==> src/rtl/mux_arbiter_pkg.sv <==
// ============================================================================
// Module   : mux_arbiter_pkg
// Purpose  : Shared index-width helpers and lock state type for mux/demux blocks
// Revision : 1.0 - initial release
// ============================================================================
`default_nettype none

package mux_arbiter_pkg;

  localparam int C_MAX_ONEHOT_W = 64;

  typedef enum logic [0:0] {
    LOCK_OPEN = 1'b0,
    LOCK_HELD = 1'b1
  } lockState_t;

  function automatic int clog2(input int value);
    int result;
    result = 0;
    for (int i = 0; i < 31; i++) begin
      if ((1 << i) < value) result = i + 1;
    end
    return result;
  endfunction

  // A single channel still needs a one-bit index port.
  function automatic int selWidth(input int channels);
    return (clog2(channels) < 1) ? 1 : clog2(channels);
  endfunction

  function automatic int unsigned oneHotToIdx(input logic [C_MAX_ONEHOT_W-1:0] oneHot);
    int unsigned idx;
    idx = 0;
    for (int i = 0; i < C_MAX_ONEHOT_W; i++) begin
      if (oneHot[i]) idx = i;
    end
    return idx;
  endfunction

endpackage

`default_nettype wire

==> src/rtl/mux_arbiter_rr_arbiter.sv <==
// ============================================================================
// Module   : rr_arbiter
// Purpose  : Combinational round-robin grant starting after ptr, with optional
//            grant lock (MUX_ARBITER_LOCK_EN)
// Revision : 1.0 - initial release
// ============================================================================
`default_nettype none

module rr_arbiter
  import mux_arbiter_pkg::*;
#(
  parameter  int CHANNELS = 4,
  localparam int SEL_W    = selWidth(CHANNELS)
) (
  input  logic [CHANNELS-1:0] req,
  input  logic [SEL_W-1:0]    ptr,
`ifdef MUX_ARBITER_LOCK_EN
  input  logic                lock,
  input  logic [SEL_W-1:0]    lockIdx,
`endif
  output logic [CHANNELS-1:0] grant,
  output logic [SEL_W-1:0]    grantIdx
);

  logic w_found;

  // Two passes: channels above ptr first, then wrap around to 0..ptr.
  always_comb begin
    grant   = '0;
    w_found = 1'b0;
    for (int j = 0; j < CHANNELS; j++) begin
      if (!w_found && req[j] && (SEL_W'(j) > ptr)) begin
        grant[j] = 1'b1;
        w_found  = 1'b1;
      end
    end
    for (int j = 0; j < CHANNELS; j++) begin
      if (!w_found && req[j] && (SEL_W'(j) <= ptr)) begin
        grant[j] = 1'b1;
        w_found  = 1'b1;
      end
    end
`ifdef MUX_ARBITER_LOCK_EN
    // A locked channel owns the grant even while its request is low.
    if (lock) begin
      for (int j = 0; j < CHANNELS; j++) begin
        grant[j] = (SEL_W'(j) == lockIdx);
      end
    end
`endif
  end

  assign grantIdx = SEL_W'(oneHotToIdx(C_MAX_ONEHOT_W'(grant)));

endmodule

`default_nettype wire

==> src/rtl/mux_arbiter.sv <==
// ============================================================================
// Module   : mux_arbiter
// Purpose  : Registered N-channel round-robin mux with valid/ready handshake.
//            Optional packet lock via macro MUX_ARBITER_LOCK_EN.
// Revision : 1.0 - initial release
// ============================================================================
`default_nettype none

module mux_arbiter
  import mux_arbiter_pkg::*;
#(
  parameter  int WIDTH    = 16,
  parameter  int CHANNELS = 4,
  localparam int SEL_W    = selWidth(CHANNELS)
) (
  input  logic                      clk,
  input  logic                      reset_n,
  input  logic [CHANNELS-1:0]       in_valid,
  input  logic [CHANNELS*WIDTH-1:0] in_data,
`ifdef MUX_ARBITER_LOCK_EN
  input  logic [CHANNELS-1:0]       in_last,
`endif
  output logic [CHANNELS-1:0]       in_ready,
  output logic                      out_valid,
  output logic [WIDTH-1:0]          out_data,
  output logic [SEL_W-1:0]          out_sel,
  input  logic                      out_ready
);

  logic                r_outValid;
  logic [WIDTH-1:0]    r_outData;
  logic [SEL_W-1:0]    r_outSel;
  logic [SEL_W-1:0]    r_ptr;
  logic [CHANNELS-1:0] w_grant;
  logic [SEL_W-1:0]    w_grantIdx;
  logic [WIDTH-1:0]    w_grantData;
  logic                w_load;
  logic                w_xfer;
  logic                w_ptrUpdate;

  assign w_load   = !r_outValid || out_ready;
  assign in_ready = w_grant & {CHANNELS{w_load}};
  assign w_xfer   = |(in_valid & in_ready);

`ifdef MUX_ARBITER_LOCK_EN
  lockState_t       r_lockState;
  lockState_t       w_lockStateNext;
  logic [SEL_W-1:0] r_lockIdx;
  logic [SEL_W-1:0] w_lockIdxNext;
  logic             w_lastBeat;

  assign w_lastBeat = |(in_last & w_grant);

  // Pointer only advances when a packet completes, so locked beats keep fairness.
  always_comb begin
    w_lockStateNext = r_lockState;
    w_lockIdxNext   = r_lockIdx;
    w_ptrUpdate     = 1'b0;
    if (w_xfer) begin
      if (w_lastBeat) begin
        w_lockStateNext = LOCK_OPEN;
        w_ptrUpdate     = 1'b1;
      end else begin
        w_lockStateNext = LOCK_HELD;
        w_lockIdxNext   = w_grantIdx;
      end
    end
  end

  always_ff @(posedge clk or negedge reset_n) begin
    if (!reset_n) begin
      r_lockState <= LOCK_OPEN;
      r_lockIdx   <= '0;
    end else begin
      r_lockState <= w_lockStateNext;
      r_lockIdx   <= w_lockIdxNext;
    end
  end
`else
  assign w_ptrUpdate = w_xfer;
`endif

  rr_arbiter #(
    .CHANNELS (CHANNELS)
  ) u_rrArbiter (
    .req      (in_valid),
    .ptr      (r_ptr),
`ifdef MUX_ARBITER_LOCK_EN
    .lock     (r_lockState == LOCK_HELD),
    .lockIdx  (r_lockIdx),
`endif
    .grant    (w_grant),
    .grantIdx (w_grantIdx)
  );

  always_comb begin
    w_grantData = '0;
    for (int j = 0; j < CHANNELS; j++) begin
      if (w_grant[j]) w_grantData = in_data[j*WIDTH +: WIDTH];
    end
  end

  always_ff @(posedge clk or negedge reset_n) begin
    if (!reset_n) begin
      r_outValid <= 1'b0;
      r_outData  <= '0;
      r_outSel   <= '0;
      r_ptr      <= SEL_W'(CHANNELS - 1);
    end else if (w_load) begin
      r_outValid <= w_xfer;
      if (w_xfer) begin
        r_outData <= w_grantData;
        r_outSel  <= w_grantIdx;
      end
      if (w_ptrUpdate) r_ptr <= w_grantIdx;
    end
  end

  assign out_valid = r_outValid;
  assign out_data  = r_outData;
  assign out_sel   = r_outSel;

endmodule

`default_nettype wire

==> config.mk <==
export PLATFORM = sky130hd
export DESIGN_NAME = mux_arbiter
export DESIGN_NICKNAME = d
export VERILOG_FILES = /design/src/rtl/mux_arbiter_pkg.sv /design/src/rtl/mux_arbiter_rr_arbiter.sv /design/src/rtl/mux_arbiter.sv
export SDC_FILE = /design/constraint.sdc
export NUM_CORES = 1
export LEC_CHECK = 0
export CORE_MARGIN = 10
export CORE_UTILIZATION = 42
export CTS_BUF_LIST = sky130_fd_sc_hd__clkbuf_8
export DETAILED_ROUTE_END_ITERATION = 12
export GPL_ROUTABILITY_DRIVEN = 0
export GPL_TIMING_DRIVEN = 0
export PLACE_DENSITY = 0.89
export REMOVE_ABC_BUFFERS = 1
export SYNTH_ARGS = -nofsm -noshare
export SYNTH_HDL_FRONTEND = slang
export SYNTH_SLANG_ARGS = --single-unit
==> constraint.sdc <==
create_clock -name clk -period 4.05 [get_ports clk]
set_clock_uncertainty 0.1 [all_clocks]
set_input_delay 0.81 -clock clk [delete_from_list [all_inputs] [get_ports clk]]
set_output_delay 0.81 -clock clk [all_outputs]
set_load 0.02 [all_outputs]
# After elaboration in Yosys (flattened, before gate mapping)
# Cells that the tools add are included.
# totals
ff_bits	21
inputBits	71
elab_cells	61
# op_classes
magnitude_cmp	8
n_mux	21
bitwise	2
reduce_logical	26
# op_table
op	n
16-bit two-way mux	4
1-bit logical AND	15
1-bit two-way mux	15
4-bit AND	2
1-bit logical NOT	8
1-bit by 2-bit greater-than comparator with 1-bit output (first input constant)	2
2-bit greater-than comparator (first input constant)	2
1-bit by 2-bit <= comparator with 1-bit output (first input constant)	2
2-bit <= comparator (first input constant)	2
2-bit two-way mux	2
4-bit OR reduction	1
2-bit AND reduction	1
1-bit logical OR	1

# Depth between registers and ports, before layout
# Gate-level depths: netlist of the first run.
# depth
word_depth	35
depth_mapped	7

# Cells and area by module
# From an unflattened synthesis of the first run, not the netlist that was laid out.
# hier_totals
hier_cells	150
hier_area_um2	1371.3
# by_module_without_submodules
mod	instances	cells_per_inst	area_per_inst_um2
mux_arbiter	1	117	1167.4
rr_arbiter	1	33	203.9

# Worst setup path after synthesis of the first run
# OpenSTA, ideal clock, no wires.
# synth_path
path_kind	in2out
from	in in_valid[3]
to	out in_ready[0]
arrival_time_ns	1.827
t_required_ns	3.140
setup_slack_ns	1.313
path_stages	4
path_cell_list	buf_6 > o21a_1 > buf_2 > nor3_1
# synth_via
elab_chain_len	8
# synth_lines
element	line	text
start, declared	mux_arbiter.sv:18	input logic [CHANNELS-1:0] in_valid,
1-bit logical AND (2 in a row)	mux_arbiter_rr_arbiter.sv:32	if (!w_found && req[j] && (SEL_W'(j) > ptr)) begin
1-bit two-way mux	mux_arbiter_rr_arbiter.sv:32	
1-bit logical NOT	mux_arbiter_rr_arbiter.sv:38	if (!w_found && req[j] && (SEL_W'(j) <= ptr)) begin
1-bit logical AND (2 in a row)	mux_arbiter_rr_arbiter.sv:38	
1-bit two-way mux	mux_arbiter_rr_arbiter.sv:38	
4-bit AND	mux_arbiter.sv:42	assign in_ready = w_grant & {CHANNELS{w_load}};
end, declared	mux_arbiter.sv:23	output logic [CHANNELS-1:0] in_ready,
# No other way between the ends.

# Worst setup path in the final report of the first run
# layout_path
from	in in_valid[3]
to	out in_ready[2]
# layout_via
elab_chain_len	16
# layout_lines
element	line
1-bit logical AND (*) (2 in a row)	mux_arbiter_rr_arbiter.sv:32
1-bit two-way mux (*)	mux_arbiter_rr_arbiter.sv:32
1-bit logical NOT	mux_arbiter_rr_arbiter.sv:38
1-bit logical AND (2 in a row)	mux_arbiter_rr_arbiter.sv:38
1-bit two-way mux (*)	mux_arbiter_rr_arbiter.sv:38
1-bit logical NOT	mux_arbiter_rr_arbiter.sv:38
1-bit logical AND (2 in a row)	mux_arbiter_rr_arbiter.sv:38
1-bit two-way mux (*)	mux_arbiter_rr_arbiter.sv:38
1-bit logical NOT (*)	mux_arbiter_rr_arbiter.sv:38
1-bit logical AND (*) (2 in a row)	mux_arbiter_rr_arbiter.sv:38
1-bit two-way mux (*)	mux_arbiter_rr_arbiter.sv:38
4-bit AND (*)	mux_arbiter.sv:42
# Every way passes the cells marked *; elsewhere a longest branch is shown, timed or not.

==> results of run 1 <==
-- area by class of cell --
class                           instances  area (µm²)  area share
Clock buffer                            3        41.3      0.0164
Clock inverter                          1        3.75     0.00149
Inverter                                2        7.51     0.00297
Multi-Input combinational cell        162         923       0.366
Sequential cell                        21         528       0.209
Tap cell                               48        60.1      0.0238
Timing Repair Buffer                   95         960       0.380
-- worst reg2reg max path, delay by kind of cell, from the launching register on --
family                 cells  cell delay [ns]
AO/OA/AOI/OAI              5             1.16
buffers and inverters      1             0.24
flip-flops                 1             0.63
-- placed cells by master (no fill, tap or decap) --
cell and count:
nor2_4 1, dfstp_2 2, o311a_2 1, o22ai_1 6
buf_16 1, nand2_1 33, nor2b_1 2, dlygate4sd2_1 1
a311oi_4 1, a31oi_1 18, nor3_1 1, clkbuf_8 3
and2b_1 1, a21o_1 2, nor2_1 39, nand2b_1 4
buf_4 1, inv_1 3, o311ai_2 1, o21ai_0 15
o21ai_1 2, nor3_2 1, a21oi_1 3, o22ai_2 10
nand3_1 16, o21a_1 1, nor4_2 1, clkdlybuf4s50_1 91
o211ai_2 1, clkbuf_2 1, or2_2 1, o21bai_4 1
dfrtp_1 19
-- path summary, 6_finish.rpt --
kind,startpoint,to,cells past startpoint
min,out_sel[1]$_DFFE_PN0P_,out_sel[1]$_DFFE_PN0P_,1
max,in_valid[3],in_ready[2],5
max reg2reg,r_ptr[1]$_DFFE_PN1P_,out_data[14]$_DFFE_PN0P_,6
max in group asynchronous,reset_n,out_data[8]$_DFFE_PN0P_,1
min in group asynchronous,reset_n,out_data[3]$_DFFE_PN0P_,1
min reg2reg,out_sel[1]$_DFFE_PN0P_,out_sel[1]$_DFFE_PN0P_,1
-- kinds of logic (layout without fill, tap and decap cells) --
logic type	count (synthesis)	in the layout
and+or+nand+nor	100	100
AOI/OAI and AO/OA	62	62
DFF	21	21
buffers and inverters	19	101
-- power breakdown --
part           internal [µW]  leakage, µW  total [µW]  switching (µW)
registers                261     0.000236         292            31.5
logic                    240     0.000710         491             250
clock network           67.6    0.0000269         139            71.0
total                    569     0.000973         922             353
-- repair_timing --
| item | 4_1_cts | 5_1_grt |
|---|---|---|
| setup buffers | 1 | 0 |
| pin swaps | 1 | 0 |
| endpoints found under the setup margin | 3 | 2 |
| gates resized for setup | 2 | 2 |
-- state kept, by name (all words and copies together), names as in the netlist --
name and flops:
out_valid 1, out_data 16, out_sel 2, r_ptr 2
-- metrics by stage --
stage	instances	hold slack [ns]	area [µm²]	setup slack (ns)
detailed placement	327	0.367	2470	-0.516
finish	332	0.381	2520	0.160
floorplan	185	0.410	1450	1.18
global route	332	0.416	2520	0.0235
CTS	332	0.386	2520	0.0554
global placement	326	0.360	2440	-0.659
-- routing by layer --
layer / track usage / share of wire / vias up
met5: 0 / 0 / -
met4: 0.0433 / 0.015 / 0
met3: 0.0375 / 0.083 / 6
met2: 0.294 / 0.50 / 65
met1: 0.209 / 0.40 / 852
li1: - / - / 879
==> flow_summary_export.csv, run 1 <==
group,metric,value,unit
status,outcome,"finished clean",
logic_synthesis,synth_top_family_by_area,"compound AO/OA/AOI/OAI gates",
logic_synthesis,synth_xor_area_frac,0,
sta,fin_crit_sh,0.961,
logic_synthesis,yosysTopAreaCell,"dfrtp_1",
sta,report.final.setup_viol,0,
worst_setup_path,ff2ff_setup_slack,1.77,ns
finish,area_growth_syn_to_layout,61.6,%
logic_synthesis,ys_types,31,
finish,diodes,0,
logic_synthesis,synthFlopType,"dfrtp_1",
placement,numPortBuffers,93,
logic_synthesis,synth_simple_gate_area_frac,0.279,
clocking,cts-root-buf,"clkbuf_8",
worst_setup_path,crit_fanout,16,
finish,layout.nets,356,
drt,drcViolationCount,0,
worst_setup_path,setup.worst_path.class,"input pin to output pin",
worst_setup_path,cpMaxStageDelayCell,"clkdlybuf4s50_1",
clocking,cts_buffer_depth,2,
clocking,cts_tree,"yes",
drt,first_iter_violations,107,
logic_synthesis,synth_compound_area_frac,0.309,
finish,nFillCells,324,
logic_synthesis,synthTopCellsByCount,"nor2_1 (39), nand2_1 (33), dfrtp_1 (19), a31oi_1 (18), nand3_1 (16)",
logic_synthesis,syn_avg_cell_area,7.73,µm²
global_routing,antenna_found_initial,0,
clocking,hold_buffers,0,
placement,dp_hpwl,4.30,mm
global_routing,grt_usage,0.170,
logic_synthesis,synth_edf_count,0,
logic_synthesis,yosysTopAreaCellShare,0.304,
logic_synthesis,synth_area_leaders,"dfrtp_1 (30%), nor2_1 (9.4%), o22ai_2 (8.0%)",
logic_synthesis,synthAdderAreaFrac,0,
sta,rsz0062_at_grt,"no",
drt,firstDrtPassIters,4,
global_routing,grt_max_degree,37,
drt,wl_per_cell,17.4,µm
drt,routed_wl,5.77,mm
clocking,clk_transition_reported_paths,0.08,ns
logic_synthesis,synth.ff_latch_count,21,
worst_setup_path,cpPeakStageDelay,0.70,ns
clocking,clk_latency,0.26,ns
logic_synthesis,syn_area,1560,µm²
logic_synthesis,syn_inst,202,
drt,vias_per_cell,5.43,
die,core_area,3630,µm²
finish,fin_util,0.695,
clocking,htree_num_levels,1,
worst_setup_path,critPathBufInv,2,
logic_synthesis,synthMuxAreaShare,0,
die,die_width,81.0,µm
worst_setup_path,end_kind,"output pin",
global_routing,grt-ovfl-total,0,
logic_synthesis,yosys_warnings,0,
power_and_ir_drop,max-vdd-ir-drop,0.000192,V
sta,fmax,0.257,GHz
die,fp.dieArea,6560,µm²
die,rows,22,
logic_synthesis,yosysMostFrequentCell,"nor2_1",
die,start_util,0.430,
logic_synthesis,seq_area_frac_synth,0.338,
power_and_ir_drop,leakagePower,0.000973,µW
die,io-pin-count,94,
sta,finalWorstPathRequiredPeriod,3.89,ns
worst_setup_path,critPathLaunchType,"input pin",
die,die_h,81.0,µm
finish,drive_gt1_frac,0.0951,
clocking,numCtsBuffers,3,
global_routing,grt_pass1_vias,1769,
sta,fin_tns_setup,0,ns
sta,tightest_slew,1.03,ns
worst_setup_path,critical_path.most_common_cell,"clkdlybuf4s50_1",
sta,hold_viol,0,
min_path,hold_class,"flip-flop to flip-flop",
sta,max_slew_margin,0.314,
drt,ant_nets,0,
power_and_ir_drop,pwr_density_cell,365,nW/µm²
logic_synthesis,async_flop_share,1.00,
run,maxCapViolations,0,
worst_setup_path,path_cells,"clkdlybuf4s50_1 > a21oi_1 > o211ai_2 > nor2_1 > clkdlybuf4s50_1",
worst_setup_path,path_delay_family,"buffers and inverters",
global_routing,grt_pass1_wl,8.91,mm
sta,final_max_slew_viol_count,0,
drt,dr_total_vias,1802,
worst_setup_path,critPathArrivalTime,2.98,ns
worst_setup_path,critical_path_required,3.14,ns
clocking,cts_num_sinks,21,
power_and_ir_drop,power,922,µW
(Power assumes the default switching activity.)
==> run 2, diff against run 1 <==
--- a/config.mk
+++ b/config.mk
@@ -6,12 +6,12 @@
 export NUM_CORES = 1
 export LEC_CHECK = 0
 export CORE_MARGIN = 10
-export CORE_UTILIZATION = 42
+export CORE_UTILIZATION = 39
 export CTS_BUF_LIST = sky130_fd_sc_hd__clkbuf_8
 export DETAILED_ROUTE_END_ITERATION = 12
 export GPL_ROUTABILITY_DRIVEN = 0
 export GPL_TIMING_DRIVEN = 0
-export PLACE_DENSITY = 0.89
+export PLACE_DENSITY = 0.83
 export REMOVE_ABC_BUFFERS = 1
 export SYNTH_ARGS = -nofsm -noshare
 export SYNTH_HDL_FRONTEND = slang
==> constraint.sdc (replaced) <==
create_clock -name clk -period 3.6 [get_ports clk]
set_clock_uncertainty 0.1 [all_clocks]
set_input_delay 0.72 -clock clk [delete_from_list [all_inputs] [get_ports clk]]
set_output_delay 0.72 -clock clk [all_outputs]
set_load 0.02 [all_outputs]
==> flow_summary_export.csv, run 2 (synthesis results as in run 1) <==
group,metric,value,unit
power_and_ir_drop,leakagePower,0.000980,µW
clocking,cts_num_sinks,21,
worst_setup_path,critPathLaunchType,"input pin",
clocking,cts-root-buf,"clkbuf_8",
sta,fmax,0.284,GHz
worst_setup_path,cpMaxStageDelayCell,"clkdlybuf4s50_1",
placement,numPortBuffers,93,
drt,firstDrtPassIters,4,
worst_setup_path,critPathBufInv,2,
die,fp.dieArea,6930,µm²
worst_setup_path,cpPeakStageDelay,0.72,ns
sta,timing.hold.ws,0.384,ns
worst_setup_path,crit_fanout,8,
clocking,numCtsBuffers,3,
clocking,cts_buffer_depth,2,
finish,drive_gt1_frac,0.118,
die,io-pin-count,94,
die,start_util,0.414,
worst_setup_path,ff2ff_setup_slack,1.60,ns
sta,final_max_slew_viol_count,0,
worst_setup_path,setup.worst_path.class,"input pin to output pin",
power_and_ir_drop,pwr_density_cell,413,nW/µm²
finish,area_growth_syn_to_layout,64.1,%
worst_setup_path,path_delay_family,"buffers and inverters",
die,die_h,83.3,µm
finish,fin_area,2560,µm²
finish,final_common_cell,"clkdlybuf4s50_1",
drt,routed_wl,5.96,mm
clocking,clk_latency,0.26,ns
sta,max_slew_margin,0.330,
sta,finalWorstPathRequiredPeriod,3.52,ns
worst_setup_path,path_cells,"clkdlybuf4s50_1 > nand2b_1 > a311oi_4 > nand2b_1 > nor2_1 > clkdlybuf4s50_1",
placement,dp_hpwl,4.13,mm
global_routing,grt_usage,0.156,
worst_setup_path,end_kind,"output pin",
global_routing,grt_pass1_vias,1755,
sta,hold_viol,0,
finish,final_cell_mix,"clkdlybuf4s50_1 (91), nor2_1 (39), nand2_1 (33), dfrtp_1 (19), a31oi_1 (18)",
global_routing,antenna_found_initial,0,
worst_setup_path,critical_path_required,2.78,ns
sta,fin_crit_sh,0.978,
global_routing,grt-ovfl-total,0,
drt,drcViolationCount,0,
finish,largest_register_ff_count,16,
clocking,cts_tree,"yes",
die,rows,22,
sta,report.final.setup_viol,0,
global_routing,grt_max_degree,37,
sta,layout_setup_ws,0.0789,ns
status,outcome,"finished clean",
run,maxCapViolations,0,
min_path,hold_class,"flip-flop to flip-flop",
clocking,clk_transition_reported_paths,0.09,ns
clocking,hold_buffers,0,
finish,layout.nets,359,
placement,postPlaceCellArea,2460,µm²
power_and_ir_drop,max-vdd-ir-drop,0.000222,V
worst_setup_path,critPathArrivalTime,2.70,ns
drt,vias_per_cell,5.32,
drt,wl_per_cell,17.8,µm
drt,first_iter_violations,140,
global_routing,grt_pass1_wl,9.17,mm
finish,diodes,0,
die,die_width,83.3,µm
clocking,htree_num_levels,1,
placement,dpl_worst_slack,-0.874,ns
die,core_area,3770,µm²
drt,dr_total_vias,1783,
drt,ant_nets,0,
power_and_ir_drop,power,1060,µW
sta,tightest_slew,1.00,ns
sta,rsz0062_at_grt,"yes",
## run 2: cell types whose count changed in the layout (fill, tap and decap cells not counted), sizes merged
cell	before	now
buf	2	4
clkbuf	4	3
clkdlybuf4s15	0	2
clkinv	0	1
dlygate4sd2	1	0
inv	3	2
o211ai	1	2
## run 2: worst paths after layout
kind / startpoint / endpoint / cells after the start
worst max-delay path: in_valid[3] / in_ready[1] / 6
worst min-delay path: out_sel[1]$_DFFE_PN0P_ / out_sel[1]$_DFFE_PN0P_ / 1
worst max register to register: r_ptr[1]$_DFFE_PN1P_ / out_data[1]$_DFFE_PN0P_ / 6
worst min register to register: out_sel[1]$_DFFE_PN0P_ / out_sel[1]$_DFFE_PN0P_ / 1
max in group asynchronous: reset_n / out_data[2]$_DFFE_PN0P_ / 1
min in group asynchronous: reset_n / out_data[12]$_DFFE_PN0P_ / 1
## run 2: routing by layer
metal,vias to the layer above,part of all wire,track usage
li1,887,-,-
met1,822,0.46,0.198
met2,72,0.47,0.262
met3,2,0.063,0.0391
met4,0,0.0018,0.0231
met5,-,0,0
## run 2: where the power goes
group          internal (µW)  switching, µW
logic                    275            290
clock network           77.2           84.6
registers                294           38.3
## run 2: timing repair
| item | 4_1_cts | 5_1_grt |
|---|---|---|
| resized for setup | 7 | 3 |
| setup endpoints to repair | 4 | 2 |
| cloned | 0 | 1 |
| setup buffers | 1 | 2 |
| pin swaps | 1 | 2 |
| hold endpoints to repair | 0 | 0 |
## run 2: cell type report
type,instances,area (µm²)
clock buffer,3,41.3
clock inverter,1,5.00
fill,343,1210
inverter,2,7.51
multi-input combinational,163,950
sequential,21,528
tap,48,60.1
timing repair buffer,97,971
## run 2: worst register-to-register path: stages, from the launching register on
cell and delay, ns:
dfstp_2 0.65, a21oi_2 0.14, o211ai_4 0.41, buf_8 0.21
o21ai_0 0.11, o22ai_2 0.13, a31oi_1 0.10
## run 2: metrics by stage
step,cells,TNS [ns],utilization
after floorplan,185,0,-
after global placement,326,-8.13,0.648
after detailed placement,327,-2.29,0.652
after CTS,332,0,0.670
after global routing,335,-0.0194,0.679
final,335,0,0.679
==> run 3, diff against run 2 <==
--- a/config.mk
+++ b/config.mk
@@ -13,6 +13,7 @@
 export GPL_TIMING_DRIVEN = 0
 export PLACE_DENSITY = 0.83
 export REMOVE_ABC_BUFFERS = 1
+export SKIP_CTS_REPAIR_TIMING = 1
 export SYNTH_ARGS = -nofsm -noshare
 export SYNTH_HDL_FRONTEND = slang
 export SYNTH_SLANG_ARGS = --single-unit
==> flow_summary_export.csv, run 3 (synthesis results as in run 1) <==
group,metric,value,unit
worst_setup_path,critPathBufInv,4,
sta,tightest_slew,1.01,ns
global_routing,busiest_layer,"met2",
finish,final_common_cell,"clkdlybuf4s50_1",
placement,numPortBuffers,93,
sta,hold_viol,0,
worst_setup_path,path_cells,"clkbuf_2 > inv_1 > a311oi_4 > buf_4 > nand2b_1 > nor2_1 > clkdlybuf4s50_1",
global_routing,grt_util_met3,0.0381,
finish,nFillCells,343,
sta,final_max_slew_viol_count,0,
finish,drive_gt1_frac,0.111,
drt,firstDrtPassIters,4,
die,die_h,83.3,µm
finish,diodes,0,
sta,finalWorstPathRequiredPeriod,3.42,ns
clocking,cts-root-buf,"clkbuf_8",
global_routing,grt_max_degree,37,
clocking,clk_transition_reported_paths,0.09,ns
die,core_area,3770,µm²
worst_setup_path,critPathLaunchType,"input pin",
clocking,cts_tree,"yes",
sta,report.final.setup_viol,0,
finish,largest_register_ff_count,16,
finish,area_growth_syn_to_layout,63.0,%
worst_setup_path,cpMaxStageDelayCell,"clkdlybuf4s50_1",
clocking,htree_num_levels,1,
global_routing,grt_pass1_wl,9.11,mm
finish,layout.nets,359,
drt,first_iter_violations,144,
global_routing,grt.met1_usage,0.200,
finish,regArea,528,µm²
power_and_ir_drop,leakagePower,0.000997,µW
power_and_ir_drop,pwr_density_cell,415,nW/µm²
sta,fmax,0.293,GHz
sta,layout_setup_ws,0.185,ns
clocking,cts_num_sinks,21,
worst_setup_path,crit_fanout,22,
worst_setup_path,critical_path_required,2.78,ns
global_routing,grt-ovfl-total,0,
clocking,cts_buffer_depth,2,
finish,stdcell_count,335,
global_routing,use_met2,0.256,
sta,fin_tns_setup,0,ns
die,fp.dieArea,6930,µm²
drt,ant_nets,0,
worst_setup_path,critPathArrivalTime,2.60,ns
global_routing,grt_pass1_vias,1746,
drt,dr_total_vias,1777,
power_and_ir_drop,power,1060,µW
die,io-pin-count,94,
worst_setup_path,end_kind,"output pin",
status,outcome,"finished clean",
drt,wl_per_cell,17.2,µm
global_routing,antenna_found_initial,0,
clocking,numCtsBuffers,3,
placement,dpl.cell_count,327,
global_routing,grt_usage,0.155,
sta,rsz0062_at_grt,"no",
clocking,clk_latency,0.26,ns
worst_setup_path,setup.worst_path.class,"input pin to output pin",
die,die_width,83.3,µm
worst_setup_path,cpPeakStageDelay,0.56,ns
power_and_ir_drop,max-vdd-ir-drop,0.000215,V
drt,drcViolationCount,0,
drt,routed_wl,5.75,mm
run,maxCapViolations,0,
die,start_util,0.414,
worst_setup_path,path_delay_family,"buffers and inverters",
sta,max_slew_margin,0.327,
min_path,hold_class,"flip-flop to flip-flop",
die,rows,22,
drt,vias_per_cell,5.30,
placement,dpl_worst_slack,-0.874,ns
finish,final_cell_mix,"clkdlybuf4s50_1 (89), nor2_1 (39), nand2_1 (33), dfrtp_1 (19), a31oi_1 (18)",
sta,fin_crit_sh,0.949,
finish,multi_input_area,932,µm²
placement,dp_hpwl,4.13,mm
run 3: cell types whose count changed in the layout (fill, tap and decap cells not counted), sizes merged:
cell / change
clkdlybuf4s50: -2
clkdlybuf4s15: -2
buf: +1
clkbuf: +2
o211ai: -1
dlymetal6s2s: +2
run 3: layer usage:
layer,routed length [µm],share of wire,up-vias
li1,-,-,885
met1,2560,0.45,823
met2,2730,0.48,67
met3,441,0.077,2
met4,11,0.0019,0
met5,0,0,-
run 3: path summary, 6_finish.rpt:
kind | from | end | slack (ns) | cells past startpoint
max in group asynchronous | reset_n | out_data[8]$_DFFE_PN0P_ | 1.89 | 1
hold / removal | out_sel[1]$_DFFE_PN0P_ | out_sel[1]$_DFFE_PN0P_ | 0.38 | 1
setup reg to reg | r_ptr[1]$_DFFE_PN1P_ | out_data[1]$_DFFE_PN0P_ | 1.42 | 6
hold reg to reg | out_sel[1]$_DFFE_PN0P_ | out_sel[1]$_DFFE_PN0P_ | 0.38 | 1
setup / recovery | in_valid[0] | in_ready[1] | 0.18 | 7
min in group asynchronous | reset_n | out_data[12]$_DFFE_PN0P_ | 0.90 | 1
run 3: per-stage QoR:
step                cell area (µm²)  utilization  hold slack [ns]
CTS                            2510        0.665            0.391
global route                   2540        0.675            0.411
detailed placement             2460        0.652            0.371
floorplan                      1450            -            0.324
global placement               2440        0.648            0.362
finish                         2540        0.675            0.384
run 3: cell type report:
type	instances	area share
inverter	2	0.00295
clock buffer	3	0.0162
timing repair buffer	98	0.382
clock inverter	1	0.00197
tap	48	0.0236
multi-input combinational	162	0.366
sequential	21	0.207
run 3: report_power, final:
| part | switching [µW] | internal, µW | leakage (µW) |
|---|---|---|---|
| sequential | 36.4 | 294 | 0.000236 |
| clock | 86.3 | 77.2 | 0.0000255 |
| combinational | 286 | 278 | 0.000736 |
